===== config.mk =====
export PLATFORM = sky130hd
export DESIGN_NAME = regfile_sb
export DESIGN_NICKNAME = d
export VERILOG_FILES = /design/src/rtl/regfile_sb_pkg.sv /design/src/rtl/regfile_scoreboard.sv /design/src/rtl/regfile_sb.sv
export SDC_FILE = /design/constraint.sdc
export NUM_CORES = 1
export LEC_CHECK = 0
export CORE_ASPECT_RATIO = 0.5
export CORE_MARGIN = 5
export CORE_UTILIZATION = 60
export DETAILED_ROUTE_END_ITERATION = 7
export GPL_TIMING_DRIVEN = 0
export PLACE_DENSITY = 0.84
export SYNTH_ARGS = -nofsm -noshare
export SYNTH_HDL_FRONTEND = slang
export SYNTH_HIERARCHICAL = 1
export SYNTH_SLANG_ARGS = --single-unit

===== constraint.sdc =====
create_clock -name clk -period 3.25 [get_ports clk]
set_input_delay 0.65 -clock clk [delete_from_list [all_inputs] [get_ports clk]]
set_output_delay 0.65 -clock clk [all_outputs]
set_load 0.005 [all_outputs]

===== src/rtl/regfile_sb_pkg.sv =====
// Shared types and constants for the scoreboarded register file.
// Optional same-cycle write bypass is enabled with REGFILE_BYPASS_EN.
package regfile_sb_pkg;

  typedef enum logic [0:0] {
    CLEAR = 1'b0,
    RUN   = 1'b1
  } state_e;

  localparam int DEF_REG_BITS = 4;
  localparam int DEPTH        = 1 << DEF_REG_BITS;
  localparam int ZERO_REG     = 0;

endpackage


===== src/rtl/regfile_scoreboard.sv =====
// Per-register busy bits: set on an accepted claim, cleared on writeback.
// Register 0 is never marked busy.
module regfile_scoreboard
  import regfile_sb_pkg::*;
#(
  parameter int REG_BITS = DEF_REG_BITS
) (
  input  logic                clk,
  input  logic                reset,
  input  logic                en,
  input  logic                claim,
  input  logic [REG_BITS-1:0] c_index,
  input  logic                rel,
  input  logic [REG_BITS-1:0] r_index,
  input  logic [REG_BITS-1:0] a_index,
  input  logic [REG_BITS-1:0] b_index,
  output logic                a_busy,
  output logic                b_busy,
  output logic                claim_ack
);

  localparam int NREGS = 1 << REG_BITS;

  logic [NREGS-1:0] busy_r;
  logic [NREGS-1:0] busy_nxt_s;
  logic [NREGS-1:0] set_mask_s;
  logic [NREGS-1:0] clr_mask_s;
  logic             ack_s;

  // Claim acceptance and next busy vector; a same-index claim beats the release
  always_comb begin
    ack_s      = en & claim & ~busy_r[c_index];
    set_mask_s = '0;
    clr_mask_s = '0;
    if (ack_s && (c_index != REG_BITS'(ZERO_REG))) begin
      set_mask_s[c_index] = 1'b1;
    end else begin
      set_mask_s = '0;
    end
    if (en && rel && (r_index != REG_BITS'(ZERO_REG))) begin
      clr_mask_s[r_index] = 1'b1;
    end else begin
      clr_mask_s = '0;
    end
    busy_nxt_s = (busy_r & ~clr_mask_s) | set_mask_s;
  end

  // Busy vector register
  always_ff @(posedge clk) begin
    if (reset) begin
      busy_r <= '0;
    end else begin
      busy_r <= busy_nxt_s;
    end
  end

  // Read-side busy lookup
  always_comb begin
    a_busy    = en & busy_r[a_index] & (a_index != REG_BITS'(ZERO_REG));
    b_busy    = en & busy_r[b_index] & (b_index != REG_BITS'(ZERO_REG));
    claim_ack = ack_s;
  end

endmodule


===== src/rtl/regfile_sb.sv =====
// 2-read/1-write register file with sequential hardware clear and busy scoreboard.
// Define REGFILE_BYPASS_EN to forward same-cycle write data to the read ports.
module regfile_sb
  import regfile_sb_pkg::*;
#(
  parameter int WIDTH    = 16,
  parameter int REG_BITS = DEF_REG_BITS
) (
  input  logic                clk,
  input  logic                reset,
  output logic                ready,
  input  logic [REG_BITS-1:0] a_index,
  input  logic [REG_BITS-1:0] b_index,
  output logic [WIDTH-1:0]    a_data,
  output logic [WIDTH-1:0]    b_data,
  output logic                a_busy,
  output logic                b_busy,
  input  logic                reg_write,
  input  logic [REG_BITS-1:0] w_index,
  input  logic [WIDTH-1:0]    write_data,
  input  logic                claim,
  input  logic [REG_BITS-1:0] c_index,
  output logic                claim_ack
);

  localparam int NREGS = 1 << REG_BITS;
  localparam logic [REG_BITS-1:0] LAST_IDX = REG_BITS'(NREGS - 1);

  state_e              state_r;
  state_e              state_nxt_s;
  logic [REG_BITS-1:0] clr_idx_r;
  logic [REG_BITS-1:0] clr_idx_nxt_s;
  logic [WIDTH-1:0]    mem_r [NREGS];
  logic                run_s;
  logic                wr_en_s;
  logic                a_hit_s;
  logic                b_hit_s;
  logic                sb_a_busy_s;
  logic                sb_b_busy_s;

  assign run_s   = (state_r == RUN);
  assign wr_en_s = run_s & reg_write & (w_index != REG_BITS'(ZERO_REG));
  assign ready   = run_s;

  // Clear sweep: visit indices 1..NREGS-1 once, then enter RUN
  always_comb begin
    state_nxt_s   = state_r;
    clr_idx_nxt_s = clr_idx_r;
    case (state_r)
      CLEAR: begin
        clr_idx_nxt_s = clr_idx_r + REG_BITS'(1);
        if (clr_idx_r == LAST_IDX) begin
          state_nxt_s = RUN;
        end else begin
          state_nxt_s = CLEAR;
        end
      end
      RUN: begin
        state_nxt_s   = RUN;
        clr_idx_nxt_s = clr_idx_r;
      end
      default: begin
        state_nxt_s   = CLEAR;
        clr_idx_nxt_s = REG_BITS'(1);
      end
    endcase
  end

  // FSM state register
  always_ff @(posedge clk) begin
    if (reset) begin
      state_r   <= CLEAR;
      clr_idx_r <= REG_BITS'(1);
    end else begin
      state_r   <= state_nxt_s;
      clr_idx_r <= clr_idx_nxt_s;
    end
  end

  // Storage: the clear sweep owns the write port until RUN
  always_ff @(posedge clk) begin
    if (reset) begin
      mem_r[clr_idx_r] <= mem_r[clr_idx_r];
    end else if (state_r == CLEAR) begin
      mem_r[clr_idx_r] <= '0;
    end else if (wr_en_s) begin
      mem_r[w_index] <= write_data;
    end
  end

  regfile_scoreboard #(
    .REG_BITS (REG_BITS)
  ) u_scoreboard (
    .clk       (clk),
    .reset     (reset),
    .en        (run_s),
    .claim     (claim),
    .c_index   (c_index),
    .rel       (reg_write),
    .r_index   (w_index),
    .a_index   (a_index),
    .b_index   (b_index),
    .a_busy    (sb_a_busy_s),
    .b_busy    (sb_b_busy_s),
    .claim_ack (claim_ack)
  );

  // Same-cycle forwarding hits
  always_comb begin
    a_hit_s = 1'b0;
    b_hit_s = 1'b0;
`ifdef REGFILE_BYPASS_EN
    if (wr_en_s && (a_index == w_index)) begin
      a_hit_s = 1'b1;
    end else begin
      a_hit_s = 1'b0;
    end
    if (wr_en_s && (b_index == w_index)) begin
      b_hit_s = 1'b1;
    end else begin
      b_hit_s = 1'b0;
    end
`endif
  end

  // Read ports; register 0 and the CLEAR phase read as zero
  always_comb begin
    a_data = '0;
    b_data = '0;
    if (!run_s || (a_index == REG_BITS'(ZERO_REG))) begin
      a_data = '0;
    end else if (a_hit_s) begin
      a_data = write_data;
    end else begin
      a_data = mem_r[a_index];
    end
    if (!run_s || (b_index == REG_BITS'(ZERO_REG))) begin
      b_data = '0;
    end else if (b_hit_s) begin
      b_data = write_data;
    end else begin
      b_data = mem_r[b_index];
    end
    a_busy = sb_a_busy_s & ~a_hit_s;
    b_busy = sb_b_busy_s & ~b_hit_s;
  end

endmodule


==> impl_metrics.yaml <==
power:
  clkPwrFrac_pct: 37.9
  p_seq_share_pct: 52.1
  power_frac_comb_pct: 10.0
  powerDensity_nw_per_um2: 461
  swShare_pct: 24.3
  peakVddDrop_v: 0.000560
  p_int_mw: 5.79
  p_leak_nw: 5.37
  p_switching_mw: 1.86
place:
  io_buffers: 68
  place_inst: 1177
  gp_congestion: 0.927
  dp_hpwl_um: 27100
synthesis:
  ys_ff_latch: 277
  synth_cell_type_count: 57
  ys_async_sr_fraction_pct: 0
  synth_area_um2: 13500
  synthCells: 794
  yosysSeqAreaShare_pct: 59.9
  avgSynthCellArea_um2: 17.1
  synth_warnings: 6
  syn_nets: 831
  synth_edf_count: 256
  yosys_most_used_dff: "edfxtp_1"
timing:
  min_period_ps: 3450
  setup_violations: 51
  layout_setup_ws_ps: -203
  whs_ps: 495
  fmax_mhz: 290
  slew_violations: 0
  tightest_slew_ps: 1070
  finalHoldViolations: 0
  slew_headroom_pct: 28.5
  tns_ps: -1220
  finalCritPeriodShare_pct: 106
  finalClockSkew_ps: 25.4
worst_hold_path:
  hold_class: "reg2reg"
  hold_depth: 1
cells_and_area:
  layout.cells.non_filler: 1250
  final_layout_size_suffix_gt1_share_pct: 31.1
  nets: 967
  area_growth_syn_to_layout_pct: 22.4
  final_util_pct: 75.6
grt:
  antenna_found_initial: 1
  first_global_vias: 10100
  grtUsageTotal_pct: 35.7
  grt_max_degree: 17
  grt_first_pass_wirelength_um: 66700
  overflow: 0
outcome:
  violations: "negative setup slack"
  status: "finished, violations left"
route:
  viasPerCell: 8.08
  routed_wl_um: 48600
  routed-via-count: 10100
  drt_iter0_drc: 1953
  drtAntennaViolNets: 0
  drt-wirelength-per-cell_um: 38.9
  drc: 0
  drt-pass1-iter-count: 8
critical_path:
  required_ps: 2600
  cp-start-kind: "input port"
  crit_path_end_kind: "primary output"
  crit_arrival_ps: 2800
  path_class: "in2out"
  cp_max_fo: 10
  reg2regPathDepth: 6
floorplan:
  initial_core_util_pct: 61.8
  coreArea_um2: 21900
  die_h_um: 116
  io_pins: 72
  die-area_um2: 25900
  die_w_um: 222
  rows: 38
clock_network:
  clkTransAtPathRegs_ps: 70
  cts_root_buf: "clkbuf_16"
  cts_buffer_depth: 3
  holdBufCountCts: 0
  cts.htree.levels: 1
  cts_tree: "done"
  cts_sinks: 277
  clock_latency_ps: 550
  cts_buffers: 25
job:
  drv_cap: 0
==> synthesized netlist by cell type, types with 2 or more instances <==
library cell	n	share of area, %
edfxtp_1	256	57
mux4_2	119	20
mux2i_1	69	5.1
nand2_1	44	1.2
clkbuf_1	26	0.72
nor2_1	24	0.67
dfxtp_1	21	3.1
a21oi_1	20	0.74
and2_1	18	0.83
o22ai_1	17	0.79
o211ai_1	16	0.89
nand4_1	13	0.60
a32oi_1	12	0.78
or3_1	11	0.51
o21ai_0	10	0.37
buf_2	9	0.33
buf_4	9	0.50
buf_6	9	0.75
nand2b_1	8	0.37
nor2b_1	8	0.37
o31ai_1	6	0.33
and3_1	5	0.23
a221o_1	4	0.30
a22o_1	4	0.26
a22oi_1	4	0.22
a31oi_1	4	0.18
mux4_1	4	0.78
nand3_1	4	0.15
nand4b_1	4	0.26
inv_1	3	0.083
a2111oi_0	2	0.13
nand3b_1	2	0.11
nor3b_1	2	0.11
o311ai_0	2	0.13
or3b_1	2	0.13
xor2_1	2	0.13
==> routing by layer <==
| metal | global-route usage [%] | vias to the layer above | routed length [µm] |
|---|---|---|---|
| met5 | 0 | - | 0 |
| met4 | 22.0 | 0 | 4070 |
| met3 | 11.9 | 367 | 8030 |
| met2 | 56.2 | 1267 | 21300 |
| met1 | 43.8 | 4828 | 15200 |
| li1 | - | 3641 | - |
==> cells by family (layout without fill, tap and decap cells) <==
group | count (synthesis) | in the layout | synth area share [%]
other | 0 | 1 | 0
adder cells (fa/ha/maj) | 1 | 1 | 0.0924
XOR/XNOR | 3 | 3 | 0.194
AND/OR/NAND/NOR | 153 | 153 | 5.99
flip-flops | 277 | 277 | 59.9
multiplexers | 193 | 193 | 25.7
buffers and inverters | 57 | 212 | 2.42
AO/OA/AOI/OAI | 110 | 110 | 5.70
==> worst paths after layout <==
check | from | endpoint | slack [ps]
worst max-delay path | a_index[2] | a_data[1] | -200
worst min-delay path | u_scoreboard/busy_r[0] | u_scoreboard/busy_r[0] | 500
worst max register to register | ready | mem_r[1][8] | 620
worst min register to register | u_scoreboard/busy_r[0] | u_scoreboard/busy_r[0] | 500
==> metrics by stage <==
stage / power (mW) / setup slack [ps] / cell area [µm²]
global placement: 4.61 / -1350 / 14600
global route: 7.78 / -153 / 16600
floorplan: 4.40 / 650 / 13500
finish: 7.65 / -203 / 16600
detailed placement: 4.66 / -1270 / 15000
CTS: 7.45 / 29.5 / 16400
==> critical path, stage by stage <==
cell             delay, ps
dlygate4sd2_1          340
buf_8                  190
clkbuf_8               250
mux4_2                 370
mux2i_1                330
o22ai_1                170
clkdlybuf4s50_1        490
==> state kept, by name, indices dropped and copies added, names as in the netlist <==
register	count
u_scoreboard/busy_r	16
ready	1
mem_r	256
clr_idx_r	4
==> power groups by stage <==
stage | combinational (mW) | sequential (mW) | clock [mW]
3_3_place_gp | 0.567 | 4.04 | 0
5_1_grt | 0.773 | 3.98 | 3.03
6_report | 0.765 | 3.98 | 2.90
2_1_floorplan | 0.369 | 4.03 | 0
3_5_place_dp | 0.611 | 4.04 | 0
4_1_cts | 0.705 | 3.97 | 2.78
==> layout make-up <==
class,instances,area (µm²)
antenna,1,2.50
fill,1119,5340
buffer,53,778
sequential,277,8110
clock buffer,32,652
multi-input combinational,460,5280
inverter,3,11.3
timing repair buffer,110,1270
tap,300,375
clock inverter,14,93.8
==> what timing repair did <==
item,in CTS,in global routing
setup buffers,21,3
pin swaps,1,2
resized for setup,179,41
endpoints found under the setup margin,34,23
cloned,3,0
==> placed cells by master, fill, tap and decap left out, types with 16 or more instances in the layout <==
cell             instances
edfxtp_1               256
clkbuf_16               29
mux4_2                 119
dfxtp_1                 20
and2_1                  18
clkdlybuf4s50_1         36
o211ai_1                16
a21oi_1                 19
mux2i_1                 60
buf_4                   29
nand2_1                 41
dlygate4sd2_1           16
Note: power is estimated with default switching activity, not from simulation.
